`src/rtl/seu_parity_checker_sat_counter.sv`:
```
// rtl/seu_parity_checker_sat_counter.sv - saturating up-counter with same-cycle clear-then-increment
module seu_sat_counter #(
    parameter int W = 8
) (
    input  logic         clock,
    input  logic         reset,
    input  logic         clr,
    input  logic         inc,
    output logic [W-1:0] count
);

    localparam logic [W-1:0] MAX_VAL = '1;

    logic [W-1:0] r_cnt;

    // clr wipes the count first, then a coincident inc lands on the cleared value
    always_ff @(posedge clock) begin
        if (reset) begin
            r_cnt <= '0;
        end else if (clr) begin
            r_cnt <= inc ? W'(1) : '0;
        end else if (inc && (r_cnt != MAX_VAL)) begin
            r_cnt <= r_cnt + W'(1);
        end
    end

    assign count = r_cnt;

endmodule

```
`config.mk`:
```
export PLATFORM = sky130hd
export DESIGN_NAME = seu_sat_counter
export DESIGN_NICKNAME = d
export VERILOG_FILES = /design/src/rtl/seu_parity_checker_sat_counter.sv
export SDC_FILE = /design/constraint.sdc
export NUM_CORES = 1
export LEC_CHECK = 0
export ABC_AREA = 1
export CORE_AREA = 2 2 39 41
export DETAILED_ROUTE_END_ITERATION = 8
export DIE_AREA = 0 0 41 43
export GPL_ROUTABILITY_DRIVEN = 0
export GPL_TIMING_DRIVEN = 0
export PLACE_DENSITY_LB_ADDON = 0.1
export SLEW_MARGIN = 15
export SYNTH_ARGS = -nofsm -noshare
export SYNTH_HDL_FRONTEND = slang
export SYNTH_SLANG_ARGS = --single-unit
export TNS_END_PERCENT = 1
```
`constraint.sdc`:
```
create_clock -name clock -period 1.2 [get_ports clock]
set_input_delay 0.12 -clock clock [delete_from_list [all_inputs] [get_ports clock]]
set_output_delay 0.12 -clock clock [all_outputs]
set_load 0.02 [all_outputs]
```
==> metrics.md, run 1 <==
| Metric | Value |
|---|---|
| Outcome | `finished with violations` |
| Failing checks | `setup timing` |
| Largest stage delay on the critical path | `approximately 0.37 ns` |
| Power Dens Cells | `around 800 nW/um2` |
| Total chip power | `597 uW` |
| CP bufs+invs | `0` |
| Final setup margin | `-0.0316 ns` |
| Reg area | `around 170 um2` |
| GRT Total Usage | `between 10% and 20%` |
| Routed Antenna Nets | `0` |
| Clock skew | `a little over 0.004 ns` |
| LEAKAGE | `about 0.34 nW` |
| Via count | `roughly 520` |
| Max Cap Viol | `0` |
| Peak supply drop | `between 0.0004 and 0.0005 V` |
| Number of flip-flops in the largest register | `8` |
| CP Cell Sequence | `ha_4 -> nand2_4 -> nor2_4 -> nand2_4 -> nand2_8 -> nand2_8 -> nand2_1 -> a21oi_1` |
| DIE WIDTH | `roughly 40 um` |
| Clk buf depth | `2` |
| Top Family by Delay on Critical Path | `simple AND/OR/NAND/NOR gates` |
| Syn-to-layout area delta | `51.4%` |
| Dpl cells | `between 100 and 150` |
| Initial antenna violation count | `0` |
| First drt pass iteration count | `3` |
| Top-area cell type share of the netlist area | `32.6%` |
| # rows | `14` |
| H-tree depth | `1` |
| Slew headroom | `about three quarters` |
| HP Start | `count[6]$_SDFFE_PP0P_` |
| Synthesis warning total | `0` |
| Chip height | `43 um` |
| Setup tns final | `-0.137 ns` |
| Layout cells sized above 1 | `31.2%` |
| RSZ-0062 raised after global routing | `true` |
| Slew @ Worst Pin | `0.370 ns` |
| Core area | `between 1000 and 1500 um2` |
| Worst-path maximum fanout | `6` |
| HPWL Detailed | `around 840 um` |
| Worst-Skew Late Latency | `around 0.25 ns` |
| DRT iter0 DRCs | `11` |
| Crit Reg-Reg Startpoint | `count[0]$_SDFFE_PP0P_` |
| Cells after synthesis | `75` |
| Crit. path cell count | `8` |
| DRC | `0` |
| Yosys reg bits | `8` |
| Sink Count | `8` |
| RR Endpoint | `count[0]$_SDFFE_PP0P_` |
| Vias in the first global route | `roughly 420` |
| Placed standard-cell area | `about 650 um2` |
| I/O pins | `12` |
| Largest net degree at the start of global routing | `9` |
| Starting Density | `a little over a third` |
| Worst Hold Depth | `2` |
| DP Worst Slack | `-0.0755 ns` |
| Path depth of the worst reg2reg path | `8` |
| CTS tree | `yes` |
| Routed wire length | `around 1.2 mm` |
| Die area | `around 1800 um2` |
| Avg Vias per Cell | `about 4.8` |
| Setup violators final | `6` |
| Fmax | `around 0.81 GHz` |
| Ant. Diodes | `0` |
| Fin. max-slew vios | `0` |
| Top cells by area, synth | `dfxtp_1 (33%), nand2_1 (12%), nand3_1 (9.2%)` |
| Min Clock Period, post-route | `1.23 ns` |
| Fin nets | `100` |
| Worst-path cell with the longest stage delay | `dfxtp_4` |
| Type of the worst setup path | `reg2reg` |
| Post-route cell area | `~740 um2` |
| Util after Layout | `53.8%` |
| Final std cells w/o fill | `109` |
| Wire per inst | `10.7 um` |
| GR Overflow Total | `0` |
| Area leader, netlist | `dfxtp_1` |
| Flop2flop setup slack | `-0.03 ns` |
| Critical Path End Type | `flop` |
| Fin. Hold Viols | `0` |
| Multi-input gate area | `~360 um2` |
| WHS | `about 0.46 ns` |
| Sequential fraction of the synthesis area | `32.6%` |
| Hold Path Class | `reg2reg` |
| Crit path launch | `count[0]$_SDFFE_PP0P_` |
| Port Buffer Count | `11` |
| Worst setup endpoint | `count[0]$_SDFFE_PP0P_` |
| Area of the mapped netlist | `492 um2` |
| Worst Path Required | `about 1.3 ns` |
| Clock transition at path regs | `0.06 ns` |
| Num CTS Buffers | `3` |
| Number of fill cells in the layout | `149` |
| Syn Nets | `80` |
| Fin crit share | `103%` |
| First-pass GRT wire length | `~1.8 mm` |
| Startpoint types | `flop` |
| CTS Hold Buffers Added | `0` |
| CTS root buffer | `clkbuf_4` |
| Mapped Avg Cell Area | `approximately 6.6 um2` |
| CP Data Arrival Time | `roughly 1.4 ns` |
| Post-synthesis cell type count | `18` |
==> placed cells by master, fill, tap and decap left out, types with 2 or more instances in the layout <==
cell type and count:
nand2_8 2, nor2_1 7, nand4_1 3, dfxtp_2 4, buf_4 3, dlygate4sd2_1 8, dfxtp_1 2, nor2_2 3
nor2_4 2, inv_1 9, clkdlybuf4s50_1 3, dfxtp_4 2, nand2_4 2, nand2_2 3, o21ai_0 2, a21oi_1 5
nand2_1 14, clkbuf_4 3, nand3_1 9
==> synth_stat cells (all sizes together) <==
cell and count:
nand2 21, nor2 12, inv 10, nand3 9
dfxtp 8, a21oi 6, nand4 3, o21ai 3
ha 1, nand3b 1, nor3 1
==> power breakdown <==
group          internal [mW]  switching [mW]
clock                  0.115          0.0976
sequential             0.272          0.0102
combinational         0.0427          0.0596
==> how the worst min path moves through the flow <==
stage | slack [ns] | end
2_1_floorplan | 0.18 | count[0]$_SDFFE_PP0P_
3_3_place_gp | 0.45 | count[6]$_SDFFE_PP0P_
3_5_place_dp | 0.45 | count[6]$_SDFFE_PP0P_
4_1_cts | 0.46 | count[6]$_SDFFE_PP0P_
5_1_grt | 0.48 | count[6]$_SDFFE_PP0P_
6_report | 0.46 | count[6]$_SDFFE_PP0P_
==> layer usage <==
| metal | GRT usage (%) | part of all wire (%) | wire length, um |
|---|---|---|---|
| met1 | 21.5 | 50 | 589 |
| met2 | 20.3 | 43 | 499 |
| met3 | 5.24 | 5.2 | 61 |
| met4 | 10.0 | 1.5 | 17 |
| met5 | 0 | 0 | 0 |
==> cell type report <==
cell class | count | area share [%]
Multi-Input combinational cell | 57 | 47.7
Timing Repair Buffer | 15 | 18.0
Sequential cell | 8 | 23.2
Tap cell | 16 | 2.69
Inverter | 10 | 5.38
Clock buffer | 3 | 3.03
==> worst reg2reg max path, delay by kind of cell, from the launching register on <==
kind | cells | cell delay, ns
simple gates | 6 | 0.52
flops | 1 | 0.37
fa+ha+maj | 1 | 0.16
compound gates | 1 | 0.05
==> cell families (layout without fill, tap and decap cells) <==
family	count (synthesis)	in the layout	synth area share [%]
AND/OR/NAND/NOR	47	47	47.3
AO/OA/AOI/OAI	9	9	9.92
adder cells (fa/ha/maj)	1	1	2.54
buffers and inverters	10	28	7.63
flip-flops	8	8	32.6
==> repair_timing <==
action / in CTS / in global routing
pin swaps: 1 / 5
setup endpoints to repair: 15 / 8
setup buffers: 0 / 4
gates resized for setup: 10 / 10
Note: power is estimated with default switching activity, not from simulation.
==> inputs of run 2 (changes only) <==
--- a/config.mk
+++ b/config.mk
@@ -7,6 +7,7 @@
 export LEC_CHECK = 0
 export ABC_AREA = 1
 export CORE_AREA = 2 2 39 41
+export CTS_BUF_LIST = sky130_fd_sc_hd__clkbuf_8 sky130_fd_sc_hd__clkbuf_16
 export DETAILED_ROUTE_END_ITERATION = 8
 export DIE_AREA = 0 0 41 43
 export GPL_ROUTABILITY_DRIVEN = 0
==> metrics.md, run 2 (synthesis gave the netlist of run 1 again) <==
| Metric | Value |
|---|---|
| Largest stage delay on the critical path | `0.37 ns (about the same)` |
| Worst-path cell with the longest stage delay | `dfxtp_4` |
| CTS root buffer | `clkbuf_8` |
| Initial antenna violation count | `0 (unchanged)` |
| Ant. Diodes | `0 (unchanged)` |
| Peak supply drop | `0.000721 V (+54%)` |
| Slew @ Worst Pin | `0.355 ns (-0.0148 ns)` |
| RR Endpoint | `count[3]$_SDFFE_PP0P_` |
| Critical Path End Type | `flop` |
| Max Cap Viol | `0 (unchanged)` |
| Path depth of the worst reg2reg path | `8 (unchanged)` |
| DRC | `0 (unchanged)` |
| GRT Total Usage | `15.7% (unchanged)` |
| Syn-to-layout area delta | `57.0%` |
| Port Buffer Count | `11 (unchanged)` |
| Clock transition at path regs | `0.04 ns (-0.02 ns)` |
| # rows | `14 (unchanged)` |
| Number of fill cells in the layout | `145 (-2.7%)` |
| CP bufs+invs | `0 (unchanged)` |
| Min Clock Period, post-route | `1.23 ns (-0.00355 ns)` |
| Worst Hold Depth | `2 (unchanged)` |
| Outcome | `finished with violations` |
| CP Data Arrival Time | `1.34 ns (-0.03 ns)` |
| HP Start | `count[6]$_SDFFE_PP0P_` |
| Slew headroom | `76.3% (+0.94 points)` |
| Core area | `1380 um2 (unchanged)` |
| GR Overflow Total | `0 (unchanged)` |
| LEAKAGE | `0.348 nW (+2.5%)` |
| Power Dens Cells | `930 nW/um2 (+16%)` |
| RSZ-0062 raised after global routing | `true` |
| Fmax | `0.814 GHz (+0.29%)` |
| Setup violators final | `6 (unchanged)` |
| Num CTS Buffers | `3 (unchanged)` |
| Via count | `522 (+0.58%)` |
| Vias in the first global route | `415 (-1.7%)` |
| Fin nets | `100 (unchanged)` |
| Routed Antenna Nets | `0 (unchanged)` |
| DIE WIDTH | `41 um (unchanged)` |
| Type of the worst setup path | `reg2reg` |
| Final setup margin | `-0.0281 ns (+0.00355 ns)` |
| I/O pins | `12 (unchanged)` |
| Layout cells sized above 1 | `34.4% (+3.2 points)` |
| Crit path launch | `count[0]$_SDFFE_PP0P_` |
| Fin crit share | `102% (-0.30 points)` |
| Avg Vias per Cell | `4.79 (+0.58%)` |
| CP Cell Sequence | `ha_4 -> nand2_4 -> nor2_4 -> nand2_4 -> nand2_8 -> nand2_8 -> nand2_1 -> a21oi_1` |
| CTS Hold Buffers Added | `0 (unchanged)` |
| Top Family by Delay on Critical Path | `simple AND/OR/NAND/NOR gates` |
| HPWL Detailed | `836 um (unchanged)` |
| Flop2flop setup slack | `-0.03 ns (about the same)` |
| Clk buf depth | `2 (unchanged)` |
| Crit Reg-Reg Startpoint | `count[0]$_SDFFE_PP0P_` |
| Chip height | `43 um (unchanged)` |
| First-pass GRT wire length | `1.77 mm (-2.3%)` |
| Final std cells w/o fill | `109 (unchanged)` |
| Hold EP | `count[6]$_SDFFE_PP0P_` |
| Starting Density | `35.5% (unchanged)` |
| Worst-path maximum fanout | `6 (unchanged)` |
| Die area | `1760 um2 (unchanged)` |
| Commonest non-fill, non-tap cells in the layout | `nand2_1 (12), inv_1 (9), nand3_1 (9)` |
| Worst Path Required | `1.32 ns (-0.02 ns)` |
| Number of flip-flops in the largest register | `8 (unchanged)` |
| Startpoint types | `flop` |
| Worst-Skew Late Latency | `0.23 ns (-0.02 ns)` |
| Dpl cells | `102 (unchanged)` |
| H-tree depth | `1 (unchanged)` |
| Commonest non-fill, non-tap cell in the layout | `nand2_1` |
| CTS tree | `yes` |
| Clock skew | `0.000845 ns (-0.00328 ns)` |
| Fin. Hold Viols | `0 (unchanged)` |
| Fin. max-slew vios | `0 (unchanged)` |
| Sink Count | `8 (unchanged)` |
| First drt pass iteration count | `4 (+1)` |
| WHS | `0.453 ns (-0.00236 ns)` |
| Routed wire length | `1.16 mm (-0.60%)` |
| Failing checks | `setup timing` |
| Wire per inst | `10.6 um (-0.60%)` |
| Largest net degree at the start of global routing | `9 (unchanged)` |
| DRT iter0 DRCs | `12 (+1)` |
| Hold Path Class | `reg2reg` |
| Crit. path cell count | `8 (unchanged)` |
-- run 2: cell count changes in the layout (fill, tap and decap cells not counted) --
cell / previous run / this run
a21oi_1: 5 / 4
a21oi_2: 1 / 2
clkbuf_4: 3 / 0
clkbuf_8: 0 / 3
nand2_1: 14 / 12
nand2_2: 3 / 5
-- run 2: layer usage --
layer / global-route usage, % / vias up / part of all wire [%] / wire length (um)
met4: 12.0 / 0 / 2.1 / 24
met1: 20.8 / 228 / 50 / 578
li1: - / 284 / - / -
met5: 0 / - / 0 / 0
met2: 20.0 / 8 / 43 / 503
met3: 5.24 / 2 / 4.7 / 54
-- run 2: how the worst max path moves through the flow --
stage	to	slack, ns
global route	count[5]$_SDFFE_PP0P_	-0.09
finish	count[3]$_SDFFE_PP0P_	-0.03
global placement	count[5]$_SDFFE_PP0P_	-0.08
floorplan	count[5]$_SDFFE_PP0P_	-0.002
CTS	count[5]$_SDFFE_PP0P_	-0.02
detailed placement	count[5]$_SDFFE_PP0P_	-0.08
-- run 2: metrics by stage --
stage / setup TNS, ns / util (%) / setup WS, ns / total power [mW] / instance area, um2
finish: -0.125 / 55.8 / -0.0281 / 0.718 / 772
global route: -0.571 / 55.8 / -0.0863 / 0.741 / 772
CTS: -0.0760 / 50.1 / -0.0203 / 0.701 / 693
detailed placement: -0.372 / 47.1 / -0.0755 / 0.375 / 652
global placement: -0.408 / 47.1 / -0.0812 / 0.375 / 652
floorplan: -0.00203 / - / -0.00203 / 0.335 / 522
-- run 2: repair_timing --
item,CTS,global route
pin swaps,1,5
resized for setup,10,13
endpoints found under the setup margin,15,8
buffers inserted,0,4
hold endpoints to repair,0,0
-- run 2: power breakdown --
group	leakage [nW]	total [mW]	internal [mW]	switching [mW]
clock network	0.0216	0.329	0.218	0.111
logic	0.258	0.105	0.0441	0.0613
registers	0.0684	0.284	0.273	0.0102
-- run 2: final cells by class --
class                      count  area, um2  share of cell area, %
sequential                     8        173                   22.4
inverter                      10       40.0                   5.19
multi-input combinational     57        364                   47.2
tap                           16       20.0                   2.59
clock buffer                   3       41.3                   5.35
timing repair buffer          15        134                   17.3
-- run 2: worst reg2reg max path, cell delays in order (launching register included) --
cell and delay, ns:
dfxtp_4 0.37, ha_4 0.16, nand2_4 0.06, nor2_4 0.12, nand2_4 0.08, nand2_8 0.10
nand2_8 0.08, nand2_1 0.07, a21oi_1 0.06
